<file path="src/rtl/line_buf_reader_if.sv">
// Pixel stream channel from the line buffer reader to the downstream video pipeline.
interface line_buf_reader_if #(
  parameter int unsigned DATA_WIDTH = 16
);
  logic [DATA_WIDTH-1:0] m_data;
  logic                  m_valid;
  logic                  m_ready;
  logic                  m_last;

  modport master (output m_data, output m_valid, output m_last, input m_ready);
  modport slave  (input m_data, input m_valid, input m_last, output m_ready);
endinterface

</file>
<file path="src/rtl/line_buf_reader.sv">
// Streams one line from the line_buf RAM, hiding the 1-cycle read latency and
// downstream backpressure behind a 2-entry skid FIFO.
module line_buf_reader #(
  parameter int unsigned ADDR_WIDTH = 11,
  parameter int unsigned DATA_WIDTH = 16
) (
  input  logic                  rd_clk,
  input  logic                  rd_rst,
  input  logic                  start,
  input  logic [ADDR_WIDTH-1:0] start_addr,
  input  logic [ADDR_WIDTH:0]   line_len,
  output logic [ADDR_WIDTH-1:0] ram_rd_addr,
  input  logic [DATA_WIDTH-1:0] ram_rd_data,
  line_buf_reader_if.master     strm,
  output logic                  busy,
  output logic                  done
);

  localparam int unsigned LEN_W = ADDR_WIDTH + 1;

  typedef enum logic [1:0] {IDLE, READ, DRAIN} state_t;

  state_t                  state, state_next;
  logic [ADDR_WIDTH-1:0]   addr_next;
  logic [LEN_W-1:0]        issue_left, issue_left_next;
  logic [LEN_W-1:0]        beat_left, beat_left_next;
  logic                    pending;
  logic                    issue_ok;
  logic                    pop;
  logic                    done_next;
  logic [1:0]              count, count_next;
  logic [DATA_WIDTH-1:0]   head_next, tail, tail_next;

  // Next-state, read issue and skid FIFO update
  always_comb begin
    state_next      = state;
    addr_next       = ram_rd_addr;
    issue_left_next = issue_left;
    beat_left_next  = beat_left;
    done_next       = 1'b0;
    head_next       = strm.m_data;
    tail_next       = tail;

    pop      = strm.m_valid && strm.m_ready;
    // Only issue if the returning word is guaranteed a FIFO slot
    issue_ok = (state == READ) && (issue_left != '0) &&
               ((3'(count) + 3'(pending) - 3'(pop)) < 3'd2);
    count_next = count + 2'(pending) - 2'(pop);

    if (pop) beat_left_next = beat_left - LEN_W'(1);

    case (state)
      IDLE: begin
        if (start) begin
          if (line_len != '0) begin
            addr_next       = start_addr;
            issue_left_next = line_len;
            beat_left_next  = line_len;
            state_next      = READ;
          end else begin
            done_next = 1'b1;
          end
        end
      end
      READ: begin
        if (issue_ok) begin
          addr_next       = ram_rd_addr + ADDR_WIDTH'(1);
          issue_left_next = issue_left - LEN_W'(1);
          if (issue_left == LEN_W'(1)) state_next = DRAIN;
        end
      end
      DRAIN: begin
        if (pop && (beat_left == LEN_W'(1))) begin
          state_next = IDLE;
          done_next  = 1'b1;
        end
      end
      default: state_next = IDLE;
    endcase

    case ({pending, pop})
      2'b10: begin
        if (count == 2'd0) head_next = ram_rd_data;
        else               tail_next = ram_rd_data;
      end
      2'b01: begin
        if (count == 2'd2) head_next = tail;
      end
      2'b11: begin
        if (count == 2'd1) begin
          head_next = ram_rd_data;
        end else begin
          head_next = tail;
          tail_next = ram_rd_data;
        end
      end
      default: ;
    endcase
  end

  always_ff @(posedge rd_clk) begin
    if (rd_rst) begin
      state       <= IDLE;
      ram_rd_addr <= '0;
      issue_left  <= '0;
      beat_left   <= '0;
      pending     <= 1'b0;
      count       <= 2'd0;
      tail        <= '0;
      strm.m_data <= '0;
      strm.m_valid <= 1'b0;
      strm.m_last <= 1'b0;
      busy        <= 1'b0;
      done        <= 1'b0;
    end else begin
      state       <= state_next;
      ram_rd_addr <= addr_next;
      issue_left  <= issue_left_next;
      beat_left   <= beat_left_next;
      pending     <= issue_ok;
      count       <= count_next;
      tail        <= tail_next;
      strm.m_data <= head_next;
      strm.m_valid <= (count_next != 2'd0);
      strm.m_last <= (count_next != 2'd0) && (beat_left_next == LEN_W'(1));
      busy        <= (state_next != IDLE);
      done        <= done_next;
    end
  end

endmodule

</file>
<file path="src/flat_wrapper.sv">
// flat-port wrapper written by rule: the top's interface ports become plain ports
module line_buf_reader_flat 
#(
  parameter int unsigned ADDR_WIDTH = 11,
  parameter int unsigned DATA_WIDTH = 16
)
  (rd_clk, rd_rst, start, start_addr, line_len, ram_rd_addr, ram_rd_data, busy, done, strm_m_data, strm_m_valid, strm_m_last, strm_m_ready);
  line_buf_reader_if #(.DATA_WIDTH(DATA_WIDTH)) strm_i ();
  input  logic rd_clk;
  input  logic rd_rst;
  input  logic start;
  input  logic [ADDR_WIDTH-1:0] start_addr;
  input  logic [ADDR_WIDTH:0] line_len;
  output logic [ADDR_WIDTH-1:0] ram_rd_addr;
  input  logic [DATA_WIDTH-1:0] ram_rd_data;
  output logic busy;
  output logic done;
  output wire logic [$bits(strm_i.m_data)-1:0] strm_m_data;
  output wire logic [$bits(strm_i.m_valid)-1:0] strm_m_valid;
  output wire logic [$bits(strm_i.m_last)-1:0] strm_m_last;
  input wire logic [$bits(strm_i.m_ready)-1:0] strm_m_ready;
  assign strm_m_data = strm_i.m_data;
  assign strm_m_valid = strm_i.m_valid;
  assign strm_m_last = strm_i.m_last;
  assign strm_i.m_ready = strm_m_ready;
  line_buf_reader #(.ADDR_WIDTH(ADDR_WIDTH), .DATA_WIDTH(DATA_WIDTH)) u_core (.rd_clk(rd_clk), .rd_rst(rd_rst), .start(start), .start_addr(start_addr), .line_len(line_len), .ram_rd_addr(ram_rd_addr), .ram_rd_data(ram_rd_data), .strm(strm_i), .busy(busy), .done(done));
endmodule
</file>
<file path="config.mk">
export PLATFORM = sky130hd
export DESIGN_NAME = line_buf_reader_flat
export DESIGN_NICKNAME = d
export VERILOG_FILES = /design/src/rtl/line_buf_reader_if.sv /design/src/rtl/line_buf_reader.sv /design/src/flat_wrapper.sv
export SDC_FILE = /design/constraint.sdc
export NUM_CORES = 1
export LEC_CHECK = 0
export BUFFER_PORTS_ARGS = -buffer_cell sky130_fd_sc_hd__buf_2
export CORE_MARGIN = 2
export CORE_UTILIZATION = 45
export CTS_BUF_LIST = sky130_fd_sc_hd__clkbuf_8 sky130_fd_sc_hd__clkbuf_16
export DETAILED_ROUTE_END_ITERATION = 10
export HOLD_SLACK_MARGIN = 0.08
export PLACE_DENSITY_LB_ADDON = 0.15
export SYNTH_ARGS = -nofsm -noshare
export SYNTH_HDL_FRONTEND = slang
export SYNTH_SLANG_ARGS = --single-unit
</file>
<file path="constraint.sdc">
create_clock -name rd_clk -period 3.6 [get_ports rd_clk]
set_input_delay 0.36 -clock rd_clk [delete_from_list [all_inputs] [get_ports rd_clk]]
set_output_delay 0.36 -clock rd_clk [all_outputs]
set_load 0.02 [all_outputs]
</file>
==> results of run 1 <==
-- worst reg2reg max path, stage by stage, from the launching register on --
cell,delay (ns)
dfxtp_1,0.38
nand2_1,0.26
nand2_1,0.16
nand2_1,0.06
ha_1,0.19
fa_1,0.48
or3_1,0.46
o21a_1,0.45
or3_1,0.41
a31oi_1,0.15
-- final cells by class --
| class | count | area [sq um] | area share |
|---|---|---|---|
| multi-input combinational | 362 | 2266 | 0.4919 |
| timing repair buffer | 80 | 417.9 | 0.09071 |
| clock inverter | 6 | 95.09 | 0.02064 |
| sequential | 76 | 1521 | 0.3303 |
| inverter | 9 | 33.78 | 0.007333 |
| clock buffer | 10 | 137.6 | 0.02988 |
| tap | 108 | 135.1 | 0.02933 |
-- flip-flops by register name, summed over array words and instances (netlist names), 2 cells and up --
signal and flops:
u_core.tail 16, u_core.beat_left 12, u_core.state 2, u_core.strm.m_data 16
u_core.count 2, u_core.issue_left 12, u_core.ram_rd_addr 11
-- through the flow --
| stage | hold slack [ns] | utilization | total power, mW | setup slack [ns] |
|---|---|---|---|---|
| floorplan | 0.4441 | - | 1.828 | 0.7435 |
| global placement | 0.4736 | 0.5065 | 2.045 | 0.5404 |
| detailed placement | 0.4872 | 0.5065 | 2.067 | 0.4417 |
| CTS | 0.2383 | 0.5335 | 2.820 | 0.5236 |
| global route | 0.2506 | 0.5335 | 2.985 | 0.3260 |
| finish | 0.2517 | 0.5335 | 2.796 | 0.5215 |
-- worst max path at each step --
| stage | slack (ns) | end | startpoint | cells after the start |
|---|---|---|---|---|
| floorplan | 0.74 | u_core.ram_rd_addr[0]$_SDFFE_PP0P_ | u_core.strm.m_valid$_SDFF_PP0_ | 11 |
| global placement | 0.54 | u_core.ram_rd_addr[0]$_SDFFE_PP0P_ | strm_m_ready | 10 |
| detailed placement | 0.44 | u_core.ram_rd_addr[0]$_SDFFE_PP0P_ | strm_m_ready | 11 |
| CTS | 0.52 | u_core.ram_rd_addr[0]$_SDFFE_PP0P_ | u_core.strm.m_valid$_SDFF_PP0_ | 9 |
| global route | 0.33 | u_core.ram_rd_addr[0]$_SDFFE_PP0P_ | u_core.strm.m_valid$_SDFF_PP0_ | 9 |
| finish | 0.52 | u_core.ram_rd_addr[0]$_SDFFE_PP0P_ | u_core.strm.m_valid$_SDFF_PP0_ | 9 |
-- synthesized netlist by cell type, types with 3 or more instances --
library cell	n	area, sq um
nand2_1	39	146.4
mux2i_1	32	320.3
clkbuf_1	21	78.83
xor2_1	5	43.79
nand3_1	7	35.03
ha_1	7	87.58
o21a_1	4	30.03
buf_2	5	25.02
a211oi_1	25	187.7
o21ai_0	19	95.09
xnor2_1	9	78.83
or2_2	3	18.77
a22oi_1	15	112.6
and2_1	3	18.77
nor4_1	6	37.54
dfxtp_1	76	1521
a31oi_1	6	37.54
or3_1	7	43.79
buf_6	3	33.78
nor2_1	84	315.3
nand2b_1	4	25.02
a21oi_1	23	115.1
nor2b_1	4	25.02
nor3_1	12	60.06
inv_1	9	33.78
o31ai_1	5	37.54
o21ai_1	8	40.04
and3_1	5	31.28
-- layout by cell type (no fill, tap or decap), types with 7 or more instances in the layout --
cell type / Yosys / routed
nand3_1: 7 / 7
inv_1: 9 / 9
buf_4: 1 / 7
dfxtp_1: 76 / 76
a22oi_1: 15 / 15
clkbuf_8: 0 / 10
o21ai_0: 19 / 19
ha_1: 7 / 7
xnor2_1: 9 / 9
nand2_1: 39 / 39
mux2i_1: 32 / 32
a21oi_1: 23 / 23
o21ai_1: 8 / 7
nor2_1: 84 / 84
buf_2: 5 / 73
a211oi_1: 25 / 25
or3_1: 7 / 7
nor3_1: 12 / 12
-- power by group through the flow --
| stage | clock, mW | combinational [mW] | sequential (mW) |
|---|---|---|---|
| floorplan | 0 | 0.669 | 1.16 |
| finish | 0.750 | 0.962 | 1.08 |
| global placement | 0 | 0.947 | 1.10 |
| global route | 0.803 | 1.08 | 1.11 |
| detailed placement | 0 | 0.965 | 1.10 |
| CTS | 0.768 | 0.969 | 1.08 |
-- kinds of logic after synthesis --
logic type | synth area share
buffers and inverters | 0.04622
and+or+nand+nor | 0.2279
DFF | 0.3849
xor gates and xnor gates | 0.03102
adders and majority gates | 0.02722
AOI/OAI and AO/OA | 0.2017
muxes | 0.08104
-- per-layer routing --
layer	vias to the layer above	wire, um	track usage	part of all wire
met1	1652	4414	0.2656	0.47
met5	-	0	0	0
met3	11	350	0.03022	0.037
met4	0	129	0.06303	0.014
li1	1829	-	-	-
met2	66	4497	0.3332	0.48
==> flow_summary.toml, run 1 <==
[status]
status = "finished, final reports clean"

[yosys]
synth-main-ff-cell = "dfxtp_1"
yosysWarnings = 0
synthDistinctLibCells = 53
ys_async_sr_fraction = 0
synth.ff_latch_count = 76
yosysSeqAreaShare = 0.3849
synthCells = 478
synth_edf_count = 0
avgSynthCellArea_sq_um = 8.269
syn_area_sq_um = 3953
syn_nets = 529

[critical_path]
path_common_cell = "nand2_1"
crit_arrival_ns = 3.34
max_stage_delay_ns = 0.48
cp_max_fo = 19
r2r.worst_path.cells = 9
endpoint_kind = "register"
worstPathCellList = "nand2_1 > nand2_1 > nand2_1 > ha_1 > fa_1 > or3_1 > o21a_1 > or3_1 > a31oi_1"
start_kind = "register"
r2r_start = "u_core.strm.m_valid$_SDFF_PP0_"
required_ns = 3.86
crit_family = "simple AND/OR/NAND/NOR gates"
path_class = "reg -> reg"
worst-path-buf-inv = 0
worst_r2r_endpoint = "u_core.ram_rd_addr[0]$_SDFFE_PP0P_"
cp_slowest_cell = "fa_1"
rrSetupSlack_ns = 0.52

[power_and_ir_drop]
leakagePower_nw = 2.080
switchingPower_mw = 1.026
p_int_mw = 1.770
power_frac_seq = 0.388
clkPwrFrac = 0.268
power_switching_share = 0.3670
powerDensity_nw_per_um2 = 607.0
ir_worst_vdd_v = 0.0002975
power_frac_comb = 0.344

[place]
gp_congestion = 0.8587
dpl_cell_area_sq_um = 4374
dp_hpwl_um = 6705
post-place-cells = 635
portBuffers = 73

[die]
io_pins = 74
die_h_um = 97.72
die_w_um = 97.72
row_count = 34
dieArea_sq_um = 9549
initial_utilization = 0.4577
core_area_sq_um = 8636

[timing]
rsz0062_at_grt = "false"
tightest_slew_ns = 1.164
min_period_ns = 3.078
fmaxAchievable_mhz = 324.8
fin_crit_sh = 0.8551
tns_ns = 0
finalSetupViolations = 0
fin_worst_skew_ns = 0.01393
hold_viol = 0
maxSlewHeadroom = 0.2240
slew_viol_final = 0

[clock_network]
h-tree-depth = 3
clkLatencyLatePin_ns = 0.35
clockBufferDepth = 2
numCtsBuffers = 9
cts_tree = "built"
cts_hold_buffers = 0
path_clk_slew_ns = 0.09
root_buffer = "clkbuf_8"
cts_setup_buffers = 0
cts_sinks = 76
cts_resized = 0

[drt]
wl_per_cell_um = 14.43
ant_nets = 0
firstDrtPassIters = 4
first_iter_violations = 83
drc = 0
wl_um = 9392
vias = 3558
viasPerCell = 5.465

[global_route]
grt_max_degree = 51
grt.total_usage = 0.1990
overflow = 0
grt_pass1_wl_um = 15800
grt_pass1_vias = 3403
antenna_found_initial = 0

[layout]
post_route_cells_drive_above_1_share = 0.2007
design_area_sq_um = 4607
final_nets = 589
stdcell_count = 651
nFillCells = 861
diodes = 0
areaGrowthSynthToFinish_pct = 16.56

[worst_hold_path]
hold_class = "in -> reg"
hp-start = "ram_rd_data[2]"
hold_depth = 3
worstHoldEndpoint = "u_core.tail[2]$_SDFFE_PP0P_"

[job]
max_cap_violations = 0
No activity file was read; power rests on OpenSTA's default activity.
==> run 2, diff against run 1 <==
--- a/config.mk
+++ b/config.mk
@@ -6,6 +6,7 @@
 export NUM_CORES = 1
 export LEC_CHECK = 0
 export BUFFER_PORTS_ARGS = -buffer_cell sky130_fd_sc_hd__buf_2
+export CORE_ASPECT_RATIO = 0.9
 export CORE_MARGIN = 2
 export CORE_UTILIZATION = 45
 export CTS_BUF_LIST = sky130_fd_sc_hd__clkbuf_8 sky130_fd_sc_hd__clkbuf_16
==> run 2 against run 1 <==
Cell count up 2.0%. Sequential share of layout area up 0.14 points. Die area about the same. Fmax up 1.0%. Global-route usage up 1.1 points. Clock power down 18%. Sequential cell count unchanged. First-iteration DRC count up 65%. Clock skew down 0.0021 ns. Sequential power about the same. Utilization up 0.20 points. Register-to-register slack better by 0.03 ns. Critical path type unchanged. Largest cell class unchanged.
==> flow_summary.toml, run 2 (synthesis gave the netlist of run 1 again) <==
[timing]
slew_viol_final = 0
fin_worst_skew_ns = 0.01181
tns_ns = 0
finalSetupViolations = 0
fmaxAchievable_mhz = 328.2
min_period_ns = 3.047
fin_crit_sh = 0.8463
tightest_slew_ns = 0.6960
hold_viol = 0
whs_ns = 0.2461
maxSlewHeadroom = 0.5360
rsz0062_at_grt = "false"
timing.final.ws_setup_ns = 0.5533

[place]
pre_cts_ws_ns = 0.4651
post-place-cells = 648
gp_congestion = 0.8583
dp_hpwl_um = 6760
portBuffers = 73
dpl_cell_area_sq_um = 4403

[critical_path]
worstSetupStartpoint = "u_core.strm.m_valid$_SDFF_PP0_"
endpoint = "u_core.ram_rd_addr[0]$_SDFFE_PP0P_"
crit_arrival_ns = 3.34
worst_r2r_endpoint = "u_core.ram_rd_addr[0]$_SDFFE_PP0P_"
r2r.worst_path.cells = 9
r2r_start = "u_core.strm.m_valid$_SDFF_PP0_"
endpoint_kind = "register"
start_kind = "register"
required_ns = 3.89
cp_max_fo = 19
rrSetupSlack_ns = 0.55
path_class = "reg -> reg"

[global_route]
grt_pass1_vias = 3372
grt_max_degree = 51
grt_pass1_wl_um = 15900
use_met2 = 0.3252
grt.total_usage = 0.2101
met1_usage = 0.2940
top_usage_layer = "met2"
gr-usage-met3 = 0.04000
overflow = 0
antenna_found_initial = 0

[die]
row_count = 32
io_pins = 74
die_h_um = 92.91
initial_utilization = 0.4613
dieArea_sq_um = 9550
die_w_um = 102.8
core_area_sq_um = 8568

[worst_hold_path]
hp-start = "ram_rd_data[2]"
hold_class = "in -> reg"

[power_and_ir_drop]
power_frac_comb = 0.363
powerDensity_nw_per_um2 = 582.9
power_frac_seq = 0.406
leakagePower_nw = 2.066
clkPwrFrac = 0.231
switchingPower_mw = 1.055
ir_worst_vdd_v = 0.0002530
p_int_mw = 1.619
power_switching_share = 0.3946

[clock_network]
cts_resized = 0
root_buffer = "clkbuf_8"
numCtsBuffers = 9
cts_sinks = 76
cts_hold_buffers = 0
clkLatencyLatePin_ns = 0.35
h-tree-depth = 3
cts_setup_buffers = 0
path_clk_slew_ns = 0.09
cts_tree = "built"
clockBufferDepth = 2

[job]
max_cap_violations = 0

[layout]
final_nets = 591
diodes = 0
final_common_cell = "nor2_1"
areaGrowthSynthToFinish_pct = 16.08
design_area_sq_um = 4588
reg_top3 = "u_core.strm.m_data x16, u_core.tail x16"
stdcell_count = 664
final_cell_mix = "nor2_1, dfxtp_1, buf_2, nand2_1, mux2i_1"
post_route_cells_drive_above_1_share = 0.2037

[drt]
viasPerCell = 5.434
first_iter_violations = 137
wl_um = 9625
firstDrtPassIters = 4
ant_nets = 0
vias = 3608
drc = 0
wl_per_cell_um = 14.50

[status]
status = "finished, final reports clean"
run 2: cell count changes in the layout (fill, tap and decap cells not counted):
cell       previous run  this run
clkinv_4              0         3
buf_4                 7         9
bufinv_16             2         0
clkbuf_8             10         9
run 2: how the worst min path moves through the flow:
stage	to	cells past startpoint
after floorplan	u_core.strm.m_valid$_SDFF_PP0_	1
after global placement	u_core.tail[4]$_SDFFE_PP0P_	2
after detailed placement	u_core.tail[15]$_SDFFE_PP0P_	2
after CTS	u_core.tail[2]$_SDFFE_PP0P_	3
after global routing	u_core.tail[2]$_SDFFE_PP0P_	3
final	u_core.tail[2]$_SDFFE_PP0P_	3
run 2: metal layers:
metal  vias to the layer above  share of wire
met5                         -              0
met4                         0          0.014
met3                        14          0.045
met2                        79           0.46
met1                      1693           0.48
li1                       1822              -
run 2: critical path, cell delays in order (launching register included):
cell,delay (ns)
dfxtp_1,0.39
and2_1,0.29
nand2b_1,0.14
nand2_1,0.08
ha_1,0.15
fa_1,0.44
or3_1,0.47
o21a_1,0.46
or3_1,0.41
a31oi_1,0.15
run 2: through the flow:
step                total power [mW]    util
finish                         2.675  0.5355
detailed placement             2.074  0.5139
floorplan                      1.828       -
global placement               2.054  0.5139
global route                   2.868  0.5355
CTS                            2.698  0.5355
run 2: cell type report:
cell class | instances | area (sq um)
Clock buffer | 9 | 123.9
Clock inverter | 7 | 61.31
Fill cell | 848 | 3980
Inverter | 9 | 33.78
Multi-Input combinational cell | 362 | 2266
Sequential cell | 76 | 1521
Tap cell | 119 | 148.9
Timing Repair Buffer | 82 | 432.9
run 2: power groups by stage:
| stage | combinational [mW] | clock, mW | sequential, mW |
|---|---|---|---|
| floorplan | 0.669 | 0 | 1.16 |
| global placement | 0.956 | 0 | 1.10 |
| detailed placement | 0.970 | 0 | 1.10 |
| CTS | 0.977 | 0.636 | 1.08 |
| global route | 1.10 | 0.666 | 1.11 |
| finish | 0.972 | 0.617 | 1.09 |
